**config.mk**
```make
export PLATFORM = sky130hd
export DESIGN_NAME = spi_master_flat
export DESIGN_NICKNAME = d
export VERILOG_FILES = /design/src/rtl/spi_master_if.sv /design/src/rtl/spi_master.sv /design/src/flat_wrapper.sv
export SDC_FILE = /design/constraint.sdc
export NUM_CORES = 1
export LEC_CHECK = 0
export ABC_CLOCK_PERIOD_IN_PS = 2900
export CAP_MARGIN = 20
export CELL_PAD_IN_SITES_DETAIL_PLACEMENT = 0
export CELL_PAD_IN_SITES_GLOBAL_PLACEMENT = 1
export CORE_MARGIN = 5
export CORE_UTILIZATION = 40
export CTS_BUF_LIST = sky130_fd_sc_hd__clkbuf_2 sky130_fd_sc_hd__clkbuf_4 sky130_fd_sc_hd__clkbuf_8
export DETAILED_ROUTE_END_ITERATION = 12
export PLACE_DENSITY = 0.84
export SYNTH_ARGS = -nofsm -noshare
export SYNTH_HDL_FRONTEND = slang
export SYNTH_SLANG_ARGS = --single-unit
```
**constraint.sdc**
```tcl
create_clock -name clk -period 2.9 [get_ports clk]
set_input_delay 0.58 -clock clk [delete_from_list [all_inputs] [get_ports clk]]
set_output_delay 0.58 -clock clk [all_outputs]
set_load 0.02 [all_outputs]
```
**src/rtl/spi_master_if.sv**
```systemverilog
// spi_master_if: start/operand handshake, status and SPI pin bundle between a host and spi_master.
interface spi_master_if;
  logic        start;
  logic [3:0]  addr_in;
  logic [7:0]  data_in;
  logic        busy;
  logic        done;
  logic        sclk;
  logic        cs_n;
  logic        mosi;
  logic        miso;
  logic [11:0] rx_data;
  modport master (
    input  start, addr_in, data_in, miso,
    output busy, done, sclk, cs_n, mosi, rx_data
  );
  modport slave (
    output start, addr_in, data_in, miso,
    input  busy, done, sclk, cs_n, mosi, rx_data
  );
endinterface

```
**src/rtl/spi_master.sv**
```systemverilog
// spi_master: SPI register-write master sending 14-bit {0,addr,data,0} frames; miso readback of {addr,data} enabled by SPI_MASTER_READBACK_EN.
module spi_master #(
  parameter int unsigned HALF_PERIOD = 4
) (
  input logic          clk,
  input logic          rst_n,
  spi_master_if.master bus
);
  typedef enum logic [2:0] {IDLE, SETUP, SHIFT, HOLD, END} state_t;
  localparam logic [7:0] HP_LAST = 8'(HALF_PERIOD - 1);
  localparam logic [3:0] LAST_PULSE = 4'd14;
  state_t      state, state_nxt;
  logic [7:0]  hp_cnt;
  logic [3:0]  pulse;
  logic [3:0]  addr_q;
  logic [7:0]  data_q;
  logic        sclk_q, cs_n_q, mosi_q, busy_q, done_q;
  logic [13:0] frame;
  logic        tick, fall;
  assign frame = {1'b0, addr_q, data_q, 1'b0};
  assign tick  = hp_cnt == 8'd0;
  assign fall  = state == SHIFT && tick && sclk_q;
  assign bus.sclk = sclk_q;
  assign bus.cs_n = cs_n_q;
  assign bus.mosi = mosi_q;
  assign bus.busy = busy_q;
  assign bus.done = done_q;
  // State register; reset aborts any frame in flight.
  always_ff @(posedge clk or negedge rst_n) begin
    if (!rst_n) state <= IDLE;
    else state <= state_nxt;
  end
  // Next state: each timed phase ends when the half-period counter reaches zero.
  always_comb begin
    state_nxt = state;
    case (state)
      IDLE:    state_nxt = bus.start ? SETUP : IDLE;
      SETUP:   state_nxt = tick ? SHIFT : SETUP;
      SHIFT:   state_nxt = fall && pulse == LAST_PULSE ? HOLD : SHIFT;
      HOLD:    state_nxt = tick ? END : HOLD;
      END:     state_nxt = IDLE;
      default: state_nxt = IDLE;
    endcase
  end
  // Half-period timer, pulse counter, latched operands and the flop-driven SPI pins.
  always_ff @(posedge clk or negedge rst_n) begin
    if (!rst_n) begin
      hp_cnt <= '0;
      pulse  <= '0;
      addr_q <= '0;
      data_q <= '0;
      sclk_q <= 1'b0;
      cs_n_q <= 1'b1;
      mosi_q <= 1'b0;
      busy_q <= 1'b0;
      done_q <= 1'b0;
    end else begin
      done_q <= 1'b0;
      case (state)
        IDLE: if (bus.start) begin
          hp_cnt <= HP_LAST;
          pulse  <= '0;
          addr_q <= bus.addr_in;
          data_q <= bus.data_in;
          cs_n_q <= 1'b0;
          busy_q <= 1'b1;
        end
        SETUP: begin
          hp_cnt <= tick ? HP_LAST : hp_cnt - 8'd1;
          if (tick) begin
            pulse  <= 4'd1;
            mosi_q <= frame[13];
          end
        end
        SHIFT: begin
          hp_cnt <= tick ? HP_LAST : hp_cnt - 8'd1;
          if (tick) sclk_q <= !sclk_q;
          if (fall && pulse != LAST_PULSE) begin
            pulse  <= pulse + 4'd1;
            mosi_q <= frame[4'd13 - pulse];
          end
        end
        HOLD: hp_cnt <= tick ? HP_LAST : hp_cnt - 8'd1;
        END: begin
          hp_cnt <= '0;
          pulse  <= '0;
          cs_n_q <= 1'b1;
          mosi_q <= 1'b0;
          busy_q <= 1'b0;
          done_q <= 1'b1;
        end
        default: ;
      endcase
    end
  end
`ifdef SPI_MASTER_READBACK_EN
  logic [11:0] rx_sr, rx_q;
  logic        rise;
  assign rise = state == SHIFT && tick && !sclk_q;
  assign bus.rx_data = rx_q;
  // Shift in miso on the rising edges of pulses 1..12 and publish the word as the frame ends.
  always_ff @(posedge clk or negedge rst_n) begin
    if (!rst_n) begin
      rx_sr <= '0;
      rx_q  <= '0;
    end else begin
      if (rise && pulse <= 4'd12) rx_sr <= {rx_sr[10:0], bus.miso};
      if (state == END) rx_q <= rx_sr;
    end
  end
`else
  logic unused_miso;
  assign unused_miso = bus.miso;
  assign bus.rx_data = '0;
`endif
endmodule

```
**src/flat_wrapper.sv**
```systemverilog
// flat-port wrapper written by rule: the top's interface ports become plain ports
module spi_master_flat 
#(
  parameter int unsigned HALF_PERIOD = 4
)
  (clk, rst_n, bus_start, bus_addr_in, bus_data_in, bus_miso, bus_busy, bus_done, bus_sclk, bus_cs_n, bus_mosi, bus_rx_data);
  spi_master_if bus_i ();
  input logic clk;
  input logic rst_n;
  input wire logic [$bits(bus_i.start)-1:0] bus_start;
  input wire logic [$bits(bus_i.addr_in)-1:0] bus_addr_in;
  input wire logic [$bits(bus_i.data_in)-1:0] bus_data_in;
  input wire logic [$bits(bus_i.miso)-1:0] bus_miso;
  output wire logic [$bits(bus_i.busy)-1:0] bus_busy;
  output wire logic [$bits(bus_i.done)-1:0] bus_done;
  output wire logic [$bits(bus_i.sclk)-1:0] bus_sclk;
  output wire logic [$bits(bus_i.cs_n)-1:0] bus_cs_n;
  output wire logic [$bits(bus_i.mosi)-1:0] bus_mosi;
  output wire logic [$bits(bus_i.rx_data)-1:0] bus_rx_data;
  assign bus_i.start = bus_start;
  assign bus_i.addr_in = bus_addr_in;
  assign bus_i.data_in = bus_data_in;
  assign bus_i.miso = bus_miso;
  assign bus_busy = bus_i.busy;
  assign bus_done = bus_i.done;
  assign bus_sclk = bus_i.sclk;
  assign bus_cs_n = bus_i.cs_n;
  assign bus_mosi = bus_i.mosi;
  assign bus_rx_data = bus_i.rx_data;
  spi_master #(.HALF_PERIOD(HALF_PERIOD)) u_core (.clk(clk), .rst_n(rst_n), .bus(bus_i));
endmodule
```
# Yosys cells after proc, flatten, opt, wreduce, memory -nomap -nowiden
# Cells that the tools add are included.
# op_classes
muxes	22
n_addsub	3
magnitude_cmp	1
n_eq_ne	9
reduce_logical	18
# ops
cell	n
$pmux 8 s3	1
$mux 8	2
$pmux 4 s4	1
$mux 4	3
$pmux 3 s4	1
$logic_not 8->1	1
$mux 1	8
$reduce_and 2->1	4
$sub 8x1->8 const B	1
$eq 3x2->1 const B	2
$reduce_bool 3->1	2
$lt 4x5->1 const B	1
$add 4x1->4 const B	1
$bmux 1 s4	1
$eq 4x4->1 const B	1
$logic_and 1x1->1	4
$ne 2x2->1 const B	2
$ne 4x4->1 const B	1
$pmux 1 s2	2
$reduce_and 4->1	1
$reduce_bool 4->1	1
$sub 4x4->4 const A	1
$eq 3x1->1 const B	1
$eq 3x3->1 const B	1
9 further kinds	9
# word_totals
regBits	32
in_bits	16
wordCells	63
output_inout_bits	17

# Logic depth before layout (Yosys ltp)
# Gate-level depths: netlist (run 1).
# logic_depth
word_depth	6
depth_mapped	7
depth_no_buf	7

# Worst setup path before layout (run 1)
# No wires, ideal clock.
# synth_path
path_kind	register -> register
start	register u_core.hp_cnt[2]
end	register u_core.mosi_q, in the netlist u_core.bus.mosi
t_required_ns	2.808
path_buffers	0
path_slack_ns	0.871
synth_period_minus_slack_ns	2.029
setup_time_ns	0.092
path_stages_with_launch	6
arrival_ns	1.938
path_cell_list	dfrtp_1 > or4_4 > or4b_4 > nor3_2 > o21ai_1 > o31ai_2
# synth_via
elab_chain_cells	6
elab_cells_between_ends	7
cone_classes	eq/ne (2); reduce/logical (5)
# synth_rtl
element	line	text
start, declared	spi_master.sv:13	logic [7:0] hp_cnt;
start signal, assigned	spi_master.sv:69	hp_cnt <= tick ? HP_LAST : hp_cnt - 8'd1;
start signal, assigned	spi_master.sv:76	hp_cnt <= tick ? HP_LAST : hp_cnt - 8'd1;
start signal, assigned	spi_master.sv:83	HOLD: hp_cnt <= tick ? HP_LAST : hp_cnt - 8'd1;
$logic_not 8->1 (*)	spi_master.sv:21	assign tick = hp_cnt == 8'd0;
$logic_and 1x1->1 (2 in a row)	spi_master.sv:22	assign fall = state == SHIFT && tick && sclk_q;
$logic_and 1x1->1	spi_master.sv:78	if (fall && pulse != LAST_PULSE) begin
$ne 2x2->1 (no line)	-	
$reduce_and 3->1 (no line) (*)	-	
end signal, assigned	spi_master.sv:72	mosi_q <= frame[13];
end signal, assigned	spi_master.sv:80	mosi_q <= frame[4'd13 - pulse];
end, declared	spi_master.sv:17	logic sclk_q, cs_n_q, mosi_q, busy_q, done_q;
# Mark *: on every way between the ends. The rest lies on a longest branch, timed or not.
# A chain may end at the register's enable or synchronous reset.

# Worst setup path in the final report (run 1)
# layout_path
start	register u_core.hp_cnt[2]
end	register u_core.pulse[2]
# layout_via
elab_chain_cells	6
elab_cells_between_ends	7
cone_classes	eq/ne (2); reduce/logical (5)
# layout_rtl
element	line	text
$logic_not 8->1 (*)	spi_master.sv:21	
$logic_and 1x1->1 (2 in a row)	spi_master.sv:22	
$logic_and 1x1->1	spi_master.sv:78	
$ne 2x2->1 (no line)	-	
$reduce_and 4->1 (no line) (*)	-	
end signal, assigned	spi_master.sv:79	pulse <= pulse + 4'd1;
end, declared	spi_master.sv:14	logic [3:0] pulse;
# Marked as above.

==> results of run 1 <==
[how the worst max path moves through the flow]
stage	depth (start not counted)	slack, ps	startpoint	end
final	4	760	u_core.hp_cnt[2]	u_core.pulse[2]
after CTS	5	760	u_core.hp_cnt[2]	u_core.bus.mosi
after global routing	5	660	u_core.hp_cnt[2]	u_core.bus.mosi
after detailed placement	5	650	bus_start	u_core.pulse[0]
after global placement	6	640	bus_start	u_core.hp_cnt[3]
after floorplan	5	870	u_core.hp_cnt[2]	u_core.bus.mosi
[report_power, final]
part | switching [mW] | internal (mW)
logic | 0.0310 | 0.0267
registers | 0.00472 | 0.456
clock network | 0.166 | 0.202
[area by class of cell]
class / count / area (µm²)
clock inverters: 1 / 7.51
inverters: 6 / 22.5
repair buffers: 21 / 205
well taps: 52 / 65.1
multi-input cells: 121 / 875
clock buffers: 7 / 90.1
fillers: 423 / 2260
flip-flops and latches: 32 / 802
[Yosys cell counts, types with 2 or more instances]
library cell	n
buf_4	12
o21ai_0	5
dfrtp_1	31
xor2_1	6
o21ai_1	4
a31oi_1	2
nand2_1	6
nor2b_1	5
a221o_1	2
clkbuf_1	4
nor3_1	5
mux2_1	15
inv_1	5
ha_1	5
nor2_1	17
nand3_1	3
a21oi_1	5
xnor2_1	3
mux2i_1	3
[sequential cells by signal, indices dropped and copies added (netlist names)]
name,count
u_core.bus.done,1
u_core.state,3
u_core.bus.mosi,1
u_core.addr_q,4
u_core.hp_cnt,8
u_core.bus.cs_n,1
u_core.pulse,4
u_core.bus.busy,1
u_core.data_q,8
u_core.bus.sclk,1
[critical path: stages (launching register included)]
cell and delay, ps:
dfrtp_1 420, or4_4 590, nor4b_4 400, o31ai_1 230
a221o_1 390
[through the flow]
stage	power [mW]	area (µm²)	cells	util, %	setup WS, ps
after floorplan	0.505	1810	176	-	871
after global placement	0.527	1970	232	45.5	644
after detailed placement	0.528	1970	232	45.5	645
after CTS	0.906	2070	240	47.8	758
after global routing	0.929	2070	240	47.8	664
final	0.887	2070	240	47.8	760
[per-layer routing]
metal	up-vias	track usage, %	part of all wire, %
li1	599	-	-
met1	591	15.3	50
met2	26	17.0	44
met3	6	2.84	3.7
met4	0	6.29	2.5
met5	-	0	0
[logic make-up after synthesis]
family | after synthesis
xor+xnor | 9
buf+inv | 23
mux | 18
other cells | 1
simple gates | 51
fa+ha+maj | 5
flops | 32
compound gates | 26
==> impl_metrics.py, run 1 <==
metrics = {
    "worst_hold_path": {
        "hp-class": "reg2reg",
        "holdPathStages": 1,
        "holdPathEnd": "u_core.hp_cnt[0]",
        "min_from": "u_core.hp_cnt[0]",
    },
    "floorplanning": {
        "initial_utilization_pct": 40.9,
        "ios": 33,
        "rows": 24,
        "die_y_um": 76.5,
        "core_um2": 4320,
        "fp.dieW_um": 76.5,
        "die_area_um2": 5850,
    },
    "cells_and_area": {
        "fin_nets": 208,
        "drive_gt1_share_pct": 11.2,
        "final_common_cell": "dfrtp_1",
        "diodes": 0,
        "layout_common_cells": "dfrtp_1, clkdlybuf4s50_1, nor2_1",
        "syn2layout_area_growth_pct": 16.9,
    },
    "clock_tree": {
        "cts.repair.resized": 0,
        "cts_buffer_depth": 2,
        "cts_made_buffers": 5,
        "hold_buffers": 0,
        "post_cts_buffers": 0,
        "cts_root_buffer": "clkbuf_8",
        "cts_tree": "yes",
        "path_clk_slew_ps": 70,
        "cts_num_sinks": 32,
        "insertion_delay_ps": 280,
        "htreeDepth": 2,
    },
    "yosys": {
        "yosys.area_share.simple_pct": 17.1,
        "synth-compound-area-share_pct": 10.6,
        "yosysWarnings": 0,
        "async_flop_share_pct": 100,
        "synth_top_family_by_area": "simple AND/OR/NAND/NOR gates",
        "synth_top_flop_cell": "dfrtp_1",
        "ys_seq_area_share_pct": 45.4,
        "synth_xor_area_share_pct": 4.46,
        "ys_ff_latch": 32,
        "synthCells": 165,
        "synthMuxAreaShare_pct": 11.3,
        "yosys-top-cells-area": "dfrtp_1, mux2_1, buf_4, nor2_1, ha_1",
        "synth_adder_area_share_pct": 3.54,
        "synth_area_um2": 1770,
        "yosysTopAreaCell": "dfrtp_1",
        "synth_edf_count": 0,
        "synth.distinct_cells": 46,
        "post-synth-top-area-fraction_pct": 43.9,
        "syn_area_per_cell_um2": 10.7,
    },
    "setup_path": {
        "reg2reg_to": "u_core.pulse[2]",
        "cp_max_fo": 6,
        "rr_startpoint": "u_core.hp_cnt[2]",
        "critPathRequiredTime_ps": 3070,
        "rr_worst_depth": 4,
        "start_kind": "flop",
        "ff2ff_setup_slack_ps": 760,
        "crit_arrival_ps": 2310,
        "setup.worst_path.class": "reg2reg",
        "end_kind": "flop",
    },
    "sta": {
        "fin_crit_sh_pct": 73.8,
        "fin_setup_tns_ps": 0,
        "whs_ps": 470,
        "max-slew-margin-rel_pct": 58.2,
        "hold_violations": 0,
        "setup_viol": 0,
        "timing.fmax_mhz": 467,
        "worst_pin_slew_ps": 621,
        "min_period_ps": 2140,
        "clock-skew-final_ps": 5.39,
        "report.final.slew_viol_count": 0,
        "rsz0062_at_grt": "no",
    },
    "pwr": {
        "vdd_drop_max_v": 0.000262,
        "powerDensity_nw_per_um2": 429,
        "leakagePower_nw": 0.970,
    },
    "routing": {
        "num_vias": 1222,
        "first_pass_iters": 4,
        "detail-route-antenna-nets": 0,
        "vias_per_cell": 5.09,
        "drc": 0,
        "drt_wl_total_um": 3150,
        "drt_iter0_markers": 73,
        "wire_per_inst_um": 13.1,
    },
    "placement": {
        "place_congestion": 0.796,
        "hpwl_um": 2250,
        "port_buffers": 19,
    },
    "run_status": {
        "run_status": "finished, final reports clean",
    },
    "job": {
        "drv_cap": 0,
    },
    "global_route": {
        "grt_antenna_before_repair": 0,
        "gr-total-overflow": 0,
        "grt_usage_pct": 11.5,
        "grt_pass1_wl_um": 5490,
        "grt_max_degree": 33,
        "grt_pass1_vias": 1196,
    },
}
Power figures use the tool's default switching activity.
==> inputs of run 2 (changes only) <==
--- a/config.mk
+++ b/config.mk
@@ -5,7 +5,7 @@
 export SDC_FILE = /design/constraint.sdc
 export NUM_CORES = 1
 export LEC_CHECK = 0
-export ABC_CLOCK_PERIOD_IN_PS = 2900
+export ABC_CLOCK_PERIOD_IN_PS = 2100
 export CAP_MARGIN = 20
 export CELL_PAD_IN_SITES_DETAIL_PLACEMENT = 0
 export CELL_PAD_IN_SITES_GLOBAL_PLACEMENT = 1
==> constraint.sdc (replaced) <==
create_clock -name clk -period 2.1 [get_ports clk]
set_input_delay 0.42 -clock clk [delete_from_list [all_inputs] [get_ports clk]]
set_output_delay 0.42 -clock clk [all_outputs]
set_load 0.02 [all_outputs]
==> run 2 against run 1 <==
Clock skew grew 7.3 ps. Non-clock buffer count up 7. Highest routed layer unchanged. Flip-flop and latch count unchanged. Critical path type unchanged. Wire length increased by 4.2%. Fmax is 4.2% higher. Final area rose by 3.7%. Combinational power up 39%. Clock power increased by 61%. Largest power group unchanged. Via count is 1.6% higher.
==> impl_metrics.py, run 2 (same netlist as run 1, synthesis figures left out) <==
metrics = {
    "run_status": {
        "run_status": "finished, final reports clean",
    },
    "setup_path": {
        "crit_path_max_incr_delay_ps": 580,
        "reg2reg_to": "u_core.bus.mosi",
        "cp.buffers_inverters": 0,
        "rr_worst_depth": 5,
        "cp_max_fo": 4,
        "crit_arrival_ps": 2260,
        "setup.worst_path.class": "reg2reg",
        "rr_startpoint": "u_core.hp_cnt[2]",
        "cpLargestDelayFamily": "simple AND/OR/NAND/NOR gates",
        "crit_path_cell_trace": "or4_4 > or4b_4 > nor3_4 > o21ai_2 > o31ai_2",
        "end_kind": "flop",
        "critPathRequiredTime_ps": 2310,
        "start_kind": "flop",
        "crit_slowest_cell": "or4_4",
        "ff2ff_setup_slack_ps": 50,
    },
    "floorplanning": {
        "die_area_um2": 5850,
        "core_um2": 4320,
        "ios": 33,
        "initial_utilization_pct": 40.9,
        "die_y_um": 76.5,
        "fp.dieW_um": 76.5,
        "rows": 24,
    },
    "routing": {
        "vias_per_cell": 5.03,
        "drt_iter0_markers": 50,
        "num_vias": 1242,
        "first_pass_iters": 4,
        "drt_wl_total_um": 3290,
        "wire_per_inst_um": 13.3,
        "detail-route-antenna-nets": 0,
        "drc": 0,
    },
    "cells_and_area": {
        "seq_area_um2": 802,
        "fin_nets": 215,
        "diodes": 0,
        "layout_common_cells": "dfrtp_1, clkdlybuf4s50_1, nor2_1",
        "reg.largest.list": "u_core.data_q x8, u_core.hp_cnt x8",
        "multiInputGateArea_um2": 885,
        "final_common_cell": "dfrtp_1",
        "fin_cells": 247,
        "syn2layout_area_growth_pct": 21.2,
        "drive_gt1_share_pct": 14.9,
        "n_fill_cell": 431,
    },
    "sta": {
        "worst_pin_slew_ps": 662,
        "rsz0062_at_grt": "yes",
        "report.final.slew_viol_count": 0,
        "max-slew-margin-rel_pct": 55.5,
        "whs_ps": 455,
        "setup_viol": 0,
        "hold_violations": 0,
        "fin_setup_tns_ps": 0,
        "clock-skew-final_ps": 12.7,
        "timing.fmax_mhz": 487,
        "fin_crit_sh_pct": 97.8,
        "min_period_ps": 2050,
    },
    "worst_hold_path": {
        "hp-class": "reg2reg",
        "min_from": "u_core.hp_cnt[0]",
        "holdPathStages": 1,
        "holdPathEnd": "u_core.hp_cnt[0]",
    },
    "global_route": {
        "grt_pass1_vias": 1215,
        "grt_max_degree": 33,
        "gr-total-overflow": 0,
        "grt_usage_pct": 12.0,
        "grt_pass1_wl_um": 5690,
        "grt_antenna_before_repair": 0,
    },
    "clock_tree": {
        "cts_buffer_depth": 2,
        "insertion_delay_ps": 290,
        "hold_buffers": 0,
        "cts_made_buffers": 5,
        "path_clk_slew_ps": 80,
        "htreeDepth": 2,
        "cts_num_sinks": 32,
        "cts_root_buffer": "clkbuf_8",
        "cts.repair.resized": 0,
        "post_cts_buffers": 0,
        "cts_tree": "yes",
    },
    "placement": {
        "place_congestion": 0.742,
        "dpl.cell_count": 239,
        "hpwl_um": 2400,
        "port_buffers": 19,
    },
    "job": {
        "drv_cap": 0,
    },
    "pwr": {
        "vdd_drop_max_v": 0.000640,
        "powerDensity_nw_per_um2": 610,
        "power_mw": 1.31,
        "leakagePower_nw": 1.01,
    },
}
[run 2: cell count changes in the layout (fill, tap and decap cells not counted)]
| cell | previous run | this run |
|---|---|---|
| clkbuf_8 | 6 | 5 |
| clkbuf_4 | 1 | 0 |
| buf_4 | 2 | 9 |
| clkinv_2 | 0 | 1 |
| nor3_2 | 1 | 0 |
| bufinv_16 | 0 | 1 |
| nor3_4 | 0 | 1 |
| o21ai_1 | 4 | 3 |
| o21ai_2 | 0 | 1 |
[run 2: report_power, final]
group          leakage, nW  switching (mW)  internal (mW)
clock               0.0541           0.241          0.351
combinational        0.556          0.0432         0.0369
sequential           0.396         0.00607          0.630
[run 2: routing by layer]
metal,track usage [%],part of all wire (%),vias to the layer above
met1,14.9,46,588
met4,5.59,2.4,0
li1,-,-,618
met3,3.55,4.7,11
met5,0,0,-
met2,19.0,46,25
[run 2: worst reg2reg max path, stage by stage (launching register included)]
cell and delay, ps:
dfrtp_1 390, or4_4 580, or4b_4 550, nor3_4 200, o21ai_2 70, o31ai_2 190
[run 2: final cells by class]
| class | count | share of cell area, % |
|---|---|---|
| tap | 52 | 3.04 |
| timing repair buffer | 28 | 12.0 |
| multi-input combinational | 121 | 41.3 |
| clock inverter | 3 | 1.98 |
| sequential | 32 | 37.4 |
| inverter | 6 | 1.05 |
| clock buffer | 5 | 3.21 |
[run 2: through the flow]
stage          utilization, %  setup slack (ps)  instance area (µm²)
2_1_floorplan               -              70.6                 1810
3_3_place_gp             46.8              24.7                 2020
6_report                 49.6              46.9                 2140
3_5_place_dp             46.8              15.8                 2020
4_1_cts                  49.3              22.1                 2130
5_1_grt                  49.6             -34.6                 2140
[run 2: how the worst max path moves through the flow]
stage	from	endpoint	slack, ps	depth (start not counted)
detailed placement	bus_start	u_core.hp_cnt[3]	20	6
global placement	bus_start	u_core.hp_cnt[3]	20	6
floorplan	u_core.hp_cnt[2]	u_core.bus.mosi	70	5
CTS	u_core.hp_cnt[2]	u_core.bus.mosi	20	5
global route	u_core.hp_cnt[2]	u_core.bus.mosi	-30	5
finish	u_core.hp_cnt[2]	u_core.bus.mosi	50	5
==> inputs of run 3 (changes only) <==
--- a/config.mk
+++ b/config.mk
@@ -6,14 +6,13 @@
 export NUM_CORES = 1
 export LEC_CHECK = 0
 export ABC_CLOCK_PERIOD_IN_PS = 2100
-export CAP_MARGIN = 20
 export CELL_PAD_IN_SITES_DETAIL_PLACEMENT = 0
 export CELL_PAD_IN_SITES_GLOBAL_PLACEMENT = 1
 export CORE_MARGIN = 5
-export CORE_UTILIZATION = 40
+export CORE_UTILIZATION = 42
 export CTS_BUF_LIST = sky130_fd_sc_hd__clkbuf_2 sky130_fd_sc_hd__clkbuf_4 sky130_fd_sc_hd__clkbuf_8
 export DETAILED_ROUTE_END_ITERATION = 12
-export PLACE_DENSITY = 0.84
+export PLACE_DENSITY = 0.87
 export SYNTH_ARGS = -nofsm -noshare
 export SYNTH_HDL_FRONTEND = slang
 export SYNTH_SLANG_ARGS = --single-unit
==> run 3 against run 2 <==
Wire length up 7.8%. Final area down 0.70%. Count of clock-buffer cells in the layout up 3. Worst hold slack improved by 17 ps. Via count grew 5.6%. Power is 6.8% lower. Non-clock buffer count up 1. Combinational power increased by 3.6%. First-iteration DRC count rose by 40%. Register-to-register slack got worse by 30 ps. Global-route usage rose by 1.9 points.
==> impl_metrics.py, run 3 (same netlist as run 1, synthesis figures left out) <==
metrics = {
    "clock_tree": {
        "cts_made_buffers": 5,
        "cts_tree": "yes",
        "cts_buffer_depth": 2,
        "cts_num_sinks": 32,
        "path_clk_slew_ps": 70,
        "hold_buffers": 0,
        "post_cts_buffers": 0,
        "cts_root_buffer": "clkbuf_8",
        "insertion_delay_ps": 280,
        "htreeDepth": 2,
    },
    "setup_path": {
        "crit_path_max_incr_delay_ps": 580,
        "setup.worst_path.class": "reg2reg",
        "critPathRequiredTime_ps": 2300,
        "start_kind": "flop",
        "cpLargestDelayFamily": "simple AND/OR/NAND/NOR gates",
        "crit_arrival_ps": 2280,
        "end_kind": "flop",
        "crit_slowest_cell": "or4_4",
        "cp_max_fo": 4,
        "crit_path_cell_trace": "or4_4 > or4b_4 > nor3_4 > o21ai_2 > o31ai_2",
        "cp.buffers_inverters": 0,
    },
    "cells_and_area": {
        "final_common_cell": "dfrtp_1",
        "utilization_pct": 52.8,
        "reg.largest.list": "u_core.data_q x8, u_core.hp_cnt x8",
        "drive_gt1_share_pct": 15.3,
        "syn2layout_area_growth_pct": 20.4,
        "layout_common_cells": "dfrtp_1, clkdlybuf4s50_1, nor2_1",
        "n_fill_cell": 375,
        "fin_nets": 216,
        "diodes": 0,
    },
    "job": {
        "drv_cap": 0,
    },
    "global_route": {
        "grt_antenna_before_repair": 0,
        "grt_usage_pct": 13.9,
        "gr-total-overflow": 0,
        "grt_pass1_vias": 1310,
        "grt_max_degree": 33,
        "grt_pass1_wl_um": 5930,
    },
    "routing": {
        "drc": 0,
        "num_vias": 1311,
        "wire_per_inst_um": 14.4,
        "first_pass_iters": 4,
        "drt_iter0_markers": 70,
        "vias_per_cell": 5.33,
        "drt_wl_total_um": 3540,
        "detail-route-antenna-nets": 0,
    },
    "sta": {
        "clock-skew-final_ps": 4.92,
        "report.final.slew_viol_count": 0,
        "rsz0062_at_grt": "yes",
        "timing.fmax_mhz": 481,
        "min_period_ps": 2080,
        "fin_crit_sh_pct": 99.1,
        "setup_viol": 0,
        "worst_pin_slew_ps": 624,
        "hold_violations": 0,
        "whs_ps": 472,
        "max-slew-margin-rel_pct": 58.0,
    },
    "worst_hold_path": {
        "hp-class": "reg2reg",
    },
    "run_status": {
        "run_status": "finished, final reports clean",
    },
    "pwr": {
        "leakagePower_nw": 1.01,
        "powerDensity_nw_per_um2": 573,
        "vdd_drop_max_v": 0.000431,
    },
    "floorplanning": {
        "initial_utilization_pct": 43.9,
        "fp.dieW_um": 74.9,
        "core_um2": 4030,
        "ios": 33,
        "rows": 23,
        "die_area_um2": 5610,
        "die_y_um": 74.9,
    },
    "placement": {
        "hpwl_um": 2650,
        "port_buffers": 19,
        "place_congestion": 0.796,
    },
}
run 3: cell count changes in the layout (fill, tap and decap cells not counted):
cell	before	now
clkbuf_4	0	3
clkinvlp_4	1	0
buf_4	9	10
clkinv_2	1	0
bufinv_16	1	0
run 3: final timing paths:
path | slack, ps | cells past startpoint | end | startpoint
worst max-delay path | 20 | 5 | u_core.bus.mosi | u_core.hp_cnt[2]
worst min-delay path | 470 | 1 | u_core.hp_cnt[0] | u_core.hp_cnt[0]
worst max register to register | 20 | 5 | u_core.bus.mosi | u_core.hp_cnt[2]
worst min register to register | 470 | 1 | u_core.hp_cnt[0] | u_core.hp_cnt[0]
max in group asynchronous | 1250 | 2 | u_core.bus.cs_n | rst_n
min in group asynchronous | 530 | 2 | u_core.pulse[2] | rst_n
run 3: area by class of cell:
cell class	count	area [µm²]	share of cell area, %
clock buffer	8	91.3	4.29
inverter	6	22.5	1.06
multi-input combinational	121	885	41.6
sequential	32	802	37.7
tap	50	62.6	2.94
timing repair buffer	29	265	12.5
run 3: per-stage QoR:
stage | setup TNS (ps) | power [mW] | setup WS (ps) | cell area [µm²] | std cells
after global routing | -165 | 1.26 | -68.4 | 2130 | 246
after floorplan | 0 | 0.698 | 70.6 | 1810 | 176
after global placement | 0 | 0.728 | 44.3 | 2030 | 238
after CTS | 0 | 1.23 | 6.01 | 2120 | 246
final | 0 | 1.22 | 19.5 | 2130 | 246
after detailed placement | 0 | 0.733 | 27.2 | 2030 | 238
run 3: timing repair:
action                                 in CTS  in global routing
setup endpoints to repair                   0                  1
resized for setup                           0                  2
endpoints found under the hold margin       0                  0
run 3: per-layer routing:
layer | wire length (µm) | vias to the layer above | global-route usage [%]
met5 | 0 | - | 0
met4 | 43 | 0 | 4.15
met3 | 234 | 6 | 4.81
met2 | 1850 | 43 | 25.2
met1 | 1410 | 647 | 15.2
li1 | - | 615 | -
run 3: power breakdown:
group	switching (mW)	internal [mW]
Sequential	0.00688	0.630
Clock	0.225	0.274
Combinational	0.0448	0.0382
